===== src/rtl/shifter_pkg.sv =====
// Shared definitions for the multi-cycle shifter: ALU funct codes and FSM state encoding.
package shifter_pkg;
  localparam logic [5:0] F_SLL = 6'b000000;
  localparam logic [5:0] F_SRL = 6'b000010;

  typedef enum logic {
    IDLE = 1'b0,
    BUSY = 1'b1
  } state_t;
endpackage


===== src/rtl/shift_step.sv =====
// One combinational shift stage; moves acc by up to 2**STEP_LOG2 bits with zero fill.
module shift_step #(
  parameter int STEP_LOG2 = 2
) (
  input  logic [31:0]        acc,
  input  logic [STEP_LOG2:0] amt,
  input  logic               dir,
  output logic [31:0]        shifted
);
  assign shifted = dir ? (acc >> amt) : (acc << amt);
endmodule


===== src/rtl/shifter_sll_seq.sv =====
// Multi-cycle logical shifter with start/done handshake; shifts S=2**STEP_LOG2 bits per clock.
// Define SHIFTER_SRL_EN to also accept SRL (right shift, zero fill) on the same engine.
module shifter_sll_seq
  import shifter_pkg::*;
#(
  parameter int STEP_LOG2 = 2
) (
  input  logic        clk,
  input  logic        reset,
  input  logic        start,
  input  logic [31:0] dataA,
  input  logic [4:0]  dataB,
  input  logic [5:0]  Signal,
  output logic        busy,
  output logic        done,
  output logic [31:0] dataOut
);
  localparam int S     = 1 << STEP_LOG2;
  localparam int AMT_W = STEP_LOG2 + 1;

  state_t             state, state_nx;
  logic [31:0]        acc, acc_nx, shifted, dout_nx;
  logic [4:0]         rem, rem_nx;
  logic               busy_nx, done_nx;
  logic [AMT_W-1:0]   amt;
  logic               final_step;
  logic               funct_ok;
  logic               dir;

`ifdef SHIFTER_SRL_EN
  assign funct_ok = (Signal == F_SLL) || (Signal == F_SRL);

  always_ff @(posedge clk or negedge reset) begin
    if (!reset)                      dir <= 1'b0;
    else if (state == IDLE && start) dir <= (Signal == F_SRL);
  end
`else
  assign funct_ok = (Signal == F_SLL);
  assign dir      = 1'b0;
`endif

  // The last step covers whatever remains, which may be zero for dataB=0.
  assign final_step = (6'(rem) <= 6'(S));
  assign amt        = final_step ? AMT_W'(rem) : AMT_W'(S);

  shift_step #(.STEP_LOG2(STEP_LOG2)) u_step (
    .acc     (acc),
    .amt     (amt),
    .dir     (dir),
    .shifted (shifted)
  );

  always_comb begin
    state_nx = state;
    acc_nx   = acc;
    rem_nx   = rem;
    busy_nx  = busy;
    done_nx  = 1'b0;
    dout_nx  = dataOut;
    case (state)
      IDLE: begin
        if (start) begin
          state_nx = BUSY;
          busy_nx  = 1'b1;
          // Unsupported functs run one empty step so the result is zero.
          acc_nx   = funct_ok ? dataA : 32'd0;
          rem_nx   = funct_ok ? dataB : 5'd0;
        end
      end
      BUSY: begin
        acc_nx = shifted;
        rem_nx = rem - 5'(amt);
        if (final_step) begin
          state_nx = IDLE;
          busy_nx  = 1'b0;
          done_nx  = 1'b1;
          dout_nx  = shifted;
        end
      end
      default: state_nx = IDLE;
    endcase
  end

  always_ff @(posedge clk or negedge reset) begin
    if (!reset) begin
      state   <= IDLE;
      acc     <= 32'd0;
      rem     <= 5'd0;
      busy    <= 1'b0;
      done    <= 1'b0;
      dataOut <= 32'd0;
    end else begin
      state   <= state_nx;
      acc     <= acc_nx;
      rem     <= rem_nx;
      busy    <= busy_nx;
      done    <= done_nx;
      dataOut <= dout_nx;
    end
  end
endmodule

===== config.mk =====
export PLATFORM = sky130hd
export DESIGN_NAME = shifter_sll_seq
export DESIGN_NICKNAME = d
export VERILOG_FILES = /design/src/rtl/shifter_pkg.sv /design/src/rtl/shift_step.sv /design/src/rtl/shifter_sll_seq.sv
export SDC_FILE = /design/constraint.sdc
export NUM_CORES = 1
export LEC_CHECK = 0
export BUFFER_PORTS_ARGS = -buffer_cell sky130_fd_sc_hd__buf_2
export CELL_PAD_IN_SITES_DETAIL_PLACEMENT = 0
export CELL_PAD_IN_SITES_GLOBAL_PLACEMENT = 1
export CORE_ASPECT_RATIO = 1.1
export CORE_MARGIN = 4
export CORE_UTILIZATION = 48
export CTS_BUF_LIST = sky130_fd_sc_hd__clkbuf_8
export DETAILED_ROUTE_END_ITERATION = 10
export PLACE_DENSITY = 0.9
export SETUP_SLACK_MARGIN = 0.1
export SLEW_MARGIN = 5
export SYNTH_ARGS = -nofsm -noshare
export SYNTH_HDL_FRONTEND = slang
export SYNTH_SLANG_ARGS = --single-unit

===== constraint.sdc =====
create_clock -name clk -period 3.6 [get_ports clk]
set_input_delay 0.9 -clock clk [delete_from_list [all_inputs] [get_ports clk]]
set_output_delay 0.9 -clock clk [all_outputs]
set_load 0.01 [all_outputs]

==> run metrics <==
sequential area share after synthesis 42.1%; crit end category register; Die Outline Area 0.0105 mm2; number of buffers inserted by post-CTS setup repair 0; peak supply drop 0.000419 V; number of vias per cell after detailed routing 6.25; slowest stage cell on the critical path nor3_2; Leakage 0.00218 uW; primary flip-flop cell chosen by synthesis mapping dfrtp_1; FMAX 409 MHz; post-route fraction of the period consumed by the critical path 67.9%; Tmin final 2.45 ns; synthesis warning total 0; share of total power in combinational logic 50.6%; proportion of power drawn by the clock network 14.1%; area of all sequential standard cells 0.00180 mm2; path depth of the worst reg2reg path 4; reported net switching power 1990 uW; clock sink count 72; number of global-route vias before repair 3646; overall track demand over capacity in global routing 22.1%; Setup Viol. Count Final 0; placer's final routability congestion estimate 0.818; initial antenna violation count 0; Crit path required time 3.85 ns; Pins Over Slew Limit 0; count of max-cap constraint violations 0; internal power consumption 2510 uW; routed wire length 11.5 mm; post-synthesis cell count 440; Switching Fraction 44.3%; First DRT Iteration DRCs 252; Critical Path Start Type input pin; EDFF count, synth 0; I/O pins 80; ratio of total power to cell area 926 mW/mm2; FILL cells 780; count of H-tree levels built during CTS 3; post-CTS clock slew at the launch and capture registers of the worst setup and hold paths 0.07 ns; average instance area after synthesis 9.72 um2; synthesized flop and latch total 72; First-pass DRT Iterations 5; Least-Margin Pin Slew 1.04 ns; hold-critical path endpoint dataOut[5]; worst reg2reg setup slack 1.19 ns; post-synth net total 487; count of port buffers added during placement 79; total DRC errors in the routed layout 0; worst max-slew margin expressed relative to the limit 30.7%; count of cells resized by post-cts repair 0; Core ar. 0.00854 mm2; setup tns final 0 ns; Synth top area share 42.1%; combined area of the multi-input logic cells 0.00225 mm2; number of vias after detailed routing 3811; CTS tree built; top-count cell post-synth dfrtp_1; ys async rst share 100%; ranking of synthesized cells by area dfrtp_1 42%, a211oi_1 5.4%, a221oi_1 4.9%; run status finished, final reports clean; CP max FO 13; Worst-Skew Late Latency 0.35 ns; final std cell area, no fill 0.00486 mm2; post-route clock skew 0.0160 ns; global-route wire length before repair 18.7 mm; Cell Rows 35; delay of the slowest critical-path stage 0.66 ns; hold path start dataOut[5]; Post-layout nets 542; placed wire-length estimate after detailed placement 7.70 mm; remaining global-route overflow 0; most frequent cells after synthesis 72 x dfrtp_1, 46 x nand2_1, 31 x a211oi_1; area of the mapped netlist 0.00428 mm2; cell chosen for the clock root clkbuf_8; Reg2Reg Capture Point acc[20]; unrepaired setup endpoints after global routing no; effective utilization at floorplan 50.1%; distinct cell type count after synthesis 57; hold crit path type register to register; number of hold violations in the final report 0; drt wl/cell 18.8 um; critical-path cell list buf_2 -> or4_1 -> nor3_2 -> a221oi_1 -> a21oi_1; number of hold-repair buffers added at the cts stage 0; ANT cells 0; Inserted Clock Buffers 9; Chip Height 107 um; post-place instance area 0.00467 mm2; category of the critical setup timing path input pin to register; die span in x 98.0 um; largest net degree at the start of global routing 49; number of nets still failing antenna checks after routing 0; Seq pwr share 35.4%; fraction of layout cells with a size suffix above 1 30.3%; cell taking the most area after synthesis dfrtp_1; reg-to-reg startpoint rem[1]; Area Overhead vs Synth 13.6%; number of buffers on the longest clock path 2; critical path arrival 2.70 ns; number of cells on the worst hold path 2
==> how the worst max path moves through the flow <==
stage          startpoint  depth (start not counted)  slack, ns         end
6_report        Signal[1]                          5       1.15     acc[31]
5_1_grt            rem[1]                          5       1.06  dataOut[8]
4_1_cts         Signal[1]                          5       1.17     acc[31]
3_5_place_dp    Signal[1]                          5       0.88      acc[2]
3_3_place_gp    Signal[1]                          4       0.95      rem[3]
2_1_floorplan   Signal[1]                          5       1.36     acc[14]
==> per-stage QoR <==
stage	utilization [%]	setup slack [ns]	total power (uW)	cells	hold slack [ns]
finish	56.9	1.15	4500	610	0.481
global route	56.9	1.06	4860	610	0.510
floorplan	-	1.36	3240	440	0.514
detailed placement	54.7	0.884	3880	595	0.465
global placement	54.7	0.951	3810	595	0.460
CTS	56.9	1.17	4520	610	0.486
==> cells in the final DEF, fill, tap and decap left out, drive strengths merged, types with 10 or more instances in the layout <==
cell type | netlist | layout
a211oi | 33 | 33
a21oi | 30 | 30
a221oi | 26 | 26
and3 | 15 | 15
buf | 24 | 89
clkbuf | 21 | 10
dfrtp | 72 | 72
mux2 | 18 | 18
mux2i | 12 | 12
nand2 | 46 | 46
nor2 | 11 | 11
o21ai | 17 | 17
o22ai | 15 | 15
or2 | 14 | 14
==> cell type report <==
| cell class | count | area share (%) |
|---|---|---|
| Inverter | 3 | 0.232 |
| Clock buffer | 10 | 2.83 |
| Tap cell | 111 | 2.86 |
| Timing Repair Buffer | 89 | 9.68 |
| Multi-Input combinational cell | 320 | 46.3 |
| Clock inverter | 5 | 1.03 |
| Sequential cell | 72 | 37.1 |
==> registers in the layout (all words and copies together) (netlist names) <==
register and cells:
acc 32, busy 1, dataOut 32, done 1, rem 5, state 1
==> cells by family (layout without fill, tap and decap cells) <==
kind of cell / Yosys count / after routing / share of synthesized area (%)
AO/OA/AOI/OAI: 162 / 162 / 27.3
adder cells (fa/ha/maj): 1 / 1 / 0.292
buffers and inverters: 48 / 107 / 5.73
flip-flops: 72 / 72 / 42.1
multiplexers: 32 / 32 / 8.60
other: 1 / 1 / 0.0877
AND/OR/NAND/NOR: 124 / 124 / 15.8
==> per-layer routing <==
metal / global-route usage [%] / vias to the layer above / share of wire [%] / routed length, um
met5: 0 / - / 0 / 0
met1: 30.7 / 1852 / 45 / 5140
li1: - / 1802 / - / -
met3: 3.90 / 15 / 6.2 / 707
met4: 7.52 / 0 / 1.7 / 194
met2: 35.0 / 142 / 47 / 5420
==> power by group through the flow <==
stage / registers (uW) / logic (uW) / clock network [uW]
floorplan: 1520 / 1720 / 0
global placement: 1580 / 2230 / 0
detailed placement: 1590 / 2280 / 0
CTS: 1580 / 2290 / 645
global route: 1650 / 2530 / 687
finish: 1590 / 2270 / 632
==> worst max-delay path, delay by kind of cell <==
kind	cells	cell delay, ns
buffers and inverters	1	0.09
and+or+nand+nor	2	1.27
AOI/OAI and AO/OA	2	0.42
No activity file was read; power rests on OpenSTA's default activity.
